$ cat src/rtl/sha3_client_pkg.sv
// Shared types and sizing helpers for the sha3 host-side client.
package sha3_client_pkg;

  typedef enum logic [1:0] {
    S_IDLE,
    S_REQ,
    S_WAIT,
    S_ACK
  } state_t;

  function automatic int words_of(input int total, input int w);
    return total / w;
  endfunction

  // Counter width that stays legal when a buffer holds a single word.
  function automatic int cnt_w(input int words);
    return (words > 1) ? $clog2(words) : 1;
  endfunction

endpackage

$ cat src/rtl/sha3_digest_ser.sv
// Digest holding register that serialises MDLEN bits into W-bit words, MSW first.
module sha3_digest_ser
  import sha3_client_pkg::*;
#(
  parameter int MDLEN = 256,
  parameter int W     = 32
) (
  input  logic             clk,
  input  logic             rst_n,
  input  logic             load,
  input  logic [MDLEN-1:0] load_data,
  output logic [W-1:0]     out_data,
  output logic             out_valid,
  input  logic             out_ready,
  output logic             out_last,
  output logic             full
);

  localparam int WORDS_OUT = words_of(MDLEN, W);
  localparam int CW = cnt_w(WORDS_OUT);
  localparam logic [CW-1:0] OCNT_LAST = CW'(WORDS_OUT - 1);

  logic [MDLEN-1:0] dig;
  logic [CW-1:0]    ocnt;
  logic             dig_full;
  logic             beat;

  assign beat = dig_full && out_ready;

  // load is only raised while the buffer is empty, so it never meets a beat
  always_ff @(posedge clk or negedge rst_n) begin
    if (!rst_n) begin
      dig      <= '0;
      ocnt     <= '0;
      dig_full <= 1'b0;
    end else if (load) begin
      dig      <= load_data;
      ocnt     <= '0;
      dig_full <= 1'b1;
    end else if (beat) begin
      dig <= dig << W;
      if (ocnt == OCNT_LAST) begin
        ocnt     <= '0;
        dig_full <= 1'b0;
      end else begin
        ocnt <= ocnt + 1'b1;
      end
    end
  end

  assign out_data  = dig[MDLEN-1 -: W];
  assign out_valid = dig_full;
  assign out_last  = dig_full && (ocnt == OCNT_LAST);
  assign full      = dig_full;

endmodule

$ cat src/rtl/sha3_client.sv
// Host-side initiator for the sha3 core: collects a message, runs the core
// handshake and drains the digest, with message and digest double-buffered.
module sha3_client
  import sha3_client_pkg::*;
#(
  parameter int MDLEN = 256,
  parameter int N     = 128,
  parameter int W     = 32
) (
  input  logic             clk,
  input  logic             rst_n,
  input  logic [W-1:0]     in_data,
  input  logic             in_valid,
  output logic             in_ready,
  output logic [W-1:0]     out_data,
  output logic             out_valid,
  input  logic             out_ready,
  output logic             out_last,
  output logic [N-1:0]     core_md_in,
  output logic             core_req_valid,
  input  logic             core_req_ready,
  input  logic [MDLEN-1:0] core_md_out,
  input  logic             core_res_valid,
  output logic             core_res_ready,
  output logic             busy
);

  localparam int WORDS_IN = words_of(N, W);
  localparam int CW_IN = cnt_w(WORDS_IN);
  localparam logic [CW_IN-1:0] WCNT_LAST = CW_IN'(WORDS_IN - 1);

  state_t           state;
  state_t           state_next;
  logic [N-1:0]     msg;
  logic [CW_IN-1:0] wcnt;
  logic             msg_full;
  logic             in_beat;
  logic             dig_load;
  logic             dig_full;

  assign in_ready = !msg_full;
  assign in_beat  = in_valid && !msg_full;
  // Capture happens on the edge that enters S_ACK, so the acknowledge cycle
  // already shows the digest and a free message buffer.
  assign dig_load = (state == S_WAIT) && core_res_valid && !dig_full;

  always_ff @(posedge clk or negedge rst_n) begin
    if (!rst_n) begin
      msg      <= '0;
      wcnt     <= '0;
      msg_full <= 1'b0;
    end else if (in_beat) begin
      msg <= (msg << W) | N'(in_data);
      if (wcnt == WCNT_LAST) begin
        wcnt     <= '0;
        msg_full <= 1'b1;
      end else begin
        wcnt <= wcnt + 1'b1;
      end
    end else if (dig_load) begin
      msg_full <= 1'b0;
    end
  end

  assign core_md_in = msg;

  always_comb begin
    state_next = state;
    case (state)
      S_IDLE:  if (msg_full) state_next = S_REQ;
      S_REQ:   if (core_req_ready) state_next = S_WAIT;
      S_WAIT:  if (core_res_valid && !dig_full) state_next = S_ACK;
      S_ACK:   state_next = S_IDLE;
      default: state_next = S_IDLE;
    endcase
  end

  // Handshake outputs are registered copies of the state being entered.
  always_ff @(posedge clk or negedge rst_n) begin
    if (!rst_n) begin
      state          <= S_IDLE;
      core_req_valid <= 1'b0;
      core_res_ready <= 1'b0;
    end else begin
      state          <= state_next;
      core_req_valid <= (state_next == S_REQ);
      core_res_ready <= (state_next == S_ACK);
    end
  end

  sha3_digest_ser #(
    .MDLEN(MDLEN),
    .W    (W)
  ) u_ser (
    .clk      (clk),
    .rst_n    (rst_n),
    .load     (dig_load),
    .load_data(core_md_out),
    .out_data (out_data),
    .out_valid(out_valid),
    .out_ready(out_ready),
    .out_last (out_last),
    .full     (dig_full)
  );

  assign busy = (state != S_IDLE) || msg_full || dig_full;

endmodule

$ cat config.mk
export PLATFORM = sky130hd
export DESIGN_NAME = sha3_client
export DESIGN_NICKNAME = d
export VERILOG_FILES = /design/src/rtl/sha3_client_pkg.sv /design/src/rtl/sha3_digest_ser.sv /design/src/rtl/sha3_client.sv
export SDC_FILE = /design/constraint.sdc
export NUM_CORES = 1
export LEC_CHECK = 0
export CORE_MARGIN = 1
export CORE_UTILIZATION = 46
export CTS_CLUSTER_SIZE = 12
export DETAILED_ROUTE_END_ITERATION = 8
export PLACE_DENSITY = 0.75
export REMOVE_ABC_BUFFERS = 1
export SLEW_MARGIN = 20
export SYNTH_ARGS = -nofsm -noshare
export SYNTH_HDL_FRONTEND = slang
export SYNTH_HIERARCHICAL = 1
export SYNTH_SLANG_ARGS = --single-unit
$ cat constraint.sdc
create_clock -name clk -period 1.75 [get_ports clk]
set_input_delay 0.35 -clock clk [delete_from_list [all_inputs] [get_ports clk]]
set_output_delay 0.35 -clock clk [all_outputs]
set_load 0.02 [all_outputs]
==> out/qor.txt <==
dpl ws -> -0.445 ns
Reg2Reg Launch Point -> u_ser/full
Final setup viols -> 263
crit-path max cell delay -> 0.52 ns
CTS buffer count -> 45
ys async rst share -> 1.00
worst setup margin -> -0.277 ns
TritonCTS Sinks -> 395
WL/cell -> 20.2 microns
CTS tree -> yes
crit-path cells -> or4_4 -> buf_6
drt total wl -> 56,700 microns
Fillers -> 3,268
Max Cap Viol -> 0
IO Pins -> 460
vias in the first global route -> 15,700
hpwl dp -> 36,100 microns
Setup Skew -> 0.0138 ns
floorplan row count -> 76
#FFs+latches synth -> 395
area delta synth->final -> 38.3%
CP max FO -> 3
Critical Path AT -> 1.68 ns
initial antenna violation count -> 8
fin crit share -> 1.16
Max VDD drop -> 799 uV
vias per std cell -> 5.52
1st-iter DRT viols -> 1,088
final RePlAce weighted congestion -> 0.842
core region area -> 43,300 sq um
Synth area leaders -> dfrtp_1 49%, nand4b_1 9.7%, o211ai_2 8.5%
Setup Crit Path Kind -> reg2out
Required @ worst endpoint -> 1.40 ns
Top delay family on crit path -> flip-flops
Startpoint Class -> flop
number of synthesized flops with an enable pin -> 0
Overflow after GRT -> 0
Synthesis Warnings -> 6
Design Area, Final -> 28,100 sq um
CTS Buffer Depth -> 3
global-route wire length before repair -> 86,500 microns
clock slew seen by the registers of the worst setup and hold paths -> 0.06 ns
violations in the final reports -> negative setup slack
Final #Nets -> 2,487
Slew @ Worst Pin -> 0.580 ns
final setup TNS -> -51.10 ns
Finished Core Util -> 0.649
Cell Area, Placed -> 25,700 sq um
height of the die -> 212 microns
Yosys top cell by area -> dfrtp_1
Peak Freq -> 493 MHz
run status -> complete, but fails checks
Final Hold Fails -> 0
Min Hold Slack -> 0.299 ns
most common cell in the synthesized netlist -> dfrtp_1
max-slew violation count -> 0
Hold Crit Class -> in2async
largest net degree at the start of global routing -> 117
post-detailed-route DRC marker count -> 0
share of cells above drive strength 1 -> 0.240
Commonest cells post-synth -> 395 x dfrtp_1, 258 x nand2_1, 225 x nand2b_1
# H-tree levels -> 2
Tmin final -> 2.03 ns
RSZ-0062 raised after global routing -> true
Critical path buffers and inverters -> 1
Slowest-stage cell, CP -> dfrtp_4
Yosys cell types -> 36
Antenna Violating Nets Remaining -> 0
Cell Area, Synth -> 20,300 sq um
GRT Overall Usage -> 0.244
Buffers on Ports -> 459
drt pass-1 iters -> 5
Die ar. -> 44,900 sq um
Initial Utilization -> 0.469
via count of the routed design -> 15,500
Syn Area/Cell -> 11.5 sq um
predominant post-synthesis flop cell -> dfrtp_1
die width -> 212 microns
area share of the largest cell type after synthesis -> 0.487
synthesized instance count -> 1,757
clk_lat worst skew -> 0.57 ns
PwrDens -> 1530 nW/um^2
root buffer cell -> clkbuf_16
critical path startpoint -> u_ser/full
Seq/Total Area, Yosys -> 0.487
Slew headroom -> 0.613
Setup crit end kind -> output port
P_leak -> 0.0120 uW
[cells by family (layout without fill, tap and decap cells)]
logic type      count (synthesis)  in the layout  share of synthesized area
compound gates                267            267                      0.138
other cells                     0              9                          0
buf+inv                       243            707                     0.0656
fa+ha+maj                       3              3                    0.00185
mux                           131            131                     0.0891
simple gates                  718            718                      0.218
flops                         395            395                      0.487
[area by class of cell]
type	instances	area, sq um	area share
timing repair buffer	596	6600	0.235
clock inverter	13	121	0.00432
antenna	9	22.5	0.000802
multi-input combinational	1119	9260	0.330
tap	585	732	0.0261
sequential	395	9890	0.352
inverter	33	124	0.00441
clock buffer	65	1320	0.0472
[power by group]
| part | switching [uW] | internal, uW |
|---|---|---|
| clock | 3780 | 5520 |
| sequential | 2540 | 12900 |
| combinational | 9100 | 9130 |
| total | 15400 | 27600 |
[registers in the layout, summed over array words and instances (netlist names)]
name and flops:
state 2, wcnt 2, u_ser/dig 256, core_res_ready 1
u_ser/ocnt 3, core_req_valid 1, u_ser/full 1, msg_full 1
core_md_in 128
[through the flow]
stage / std cells / total power [uW]
6_report: 2815 / 43000
3_3_place_gp: 2690 / 33300
3_5_place_dp: 2690 / 33900
4_1_cts: 2791 / 42800
5_1_grt: 2814 / 45200
2_1_floorplan: 1547 / 24800
[routing by layer]
layer,global-route usage,part of all wire
met1,0.324,0.42
met2,0.402,0.50
met3,0.0419,0.051
met4,0.0805,0.025
met5,0,0
[cells in the final DEF (no fill, tap or decap), types with 33 or more instances in the layout]
cell and n:
clkbuf_16 62, o211ai_1 54, o211ai_2 138, dfrtp_1 394, buf_4 48, buf_12 39, mux2_4 89, nand2_1 256
dlygate4sd2_1 160, nand4b_1 224, inv_1 33, clkdlybuf4s50_1 291, mux2_2 41, nand2b_1 207
[what timing repair did]
item,4_1_cts,5_1_grt
endpoints found under the setup margin,412,269
hold endpoints to repair,30,0
pin swaps,0,8
resized for setup,205,60
buffers inserted,10,6
cloned,12,16
hold buffers,1,0
[path summary, 6_finish.rpt]
path	end	slack (ns)	cells after the start
max	busy	-0.28	2
min	core_md_in[84]	0.30	2
max reg2reg	u_ser/dig[33]	-0.25	8
min reg2reg	core_md_in[107]	0.50	1
max in group asynchronous	u_ser/dig[97]	0.63	3
min in group clk	u_ser/dig[9]	0.34	3
Note: power is estimated with default switching activity, not from simulation.
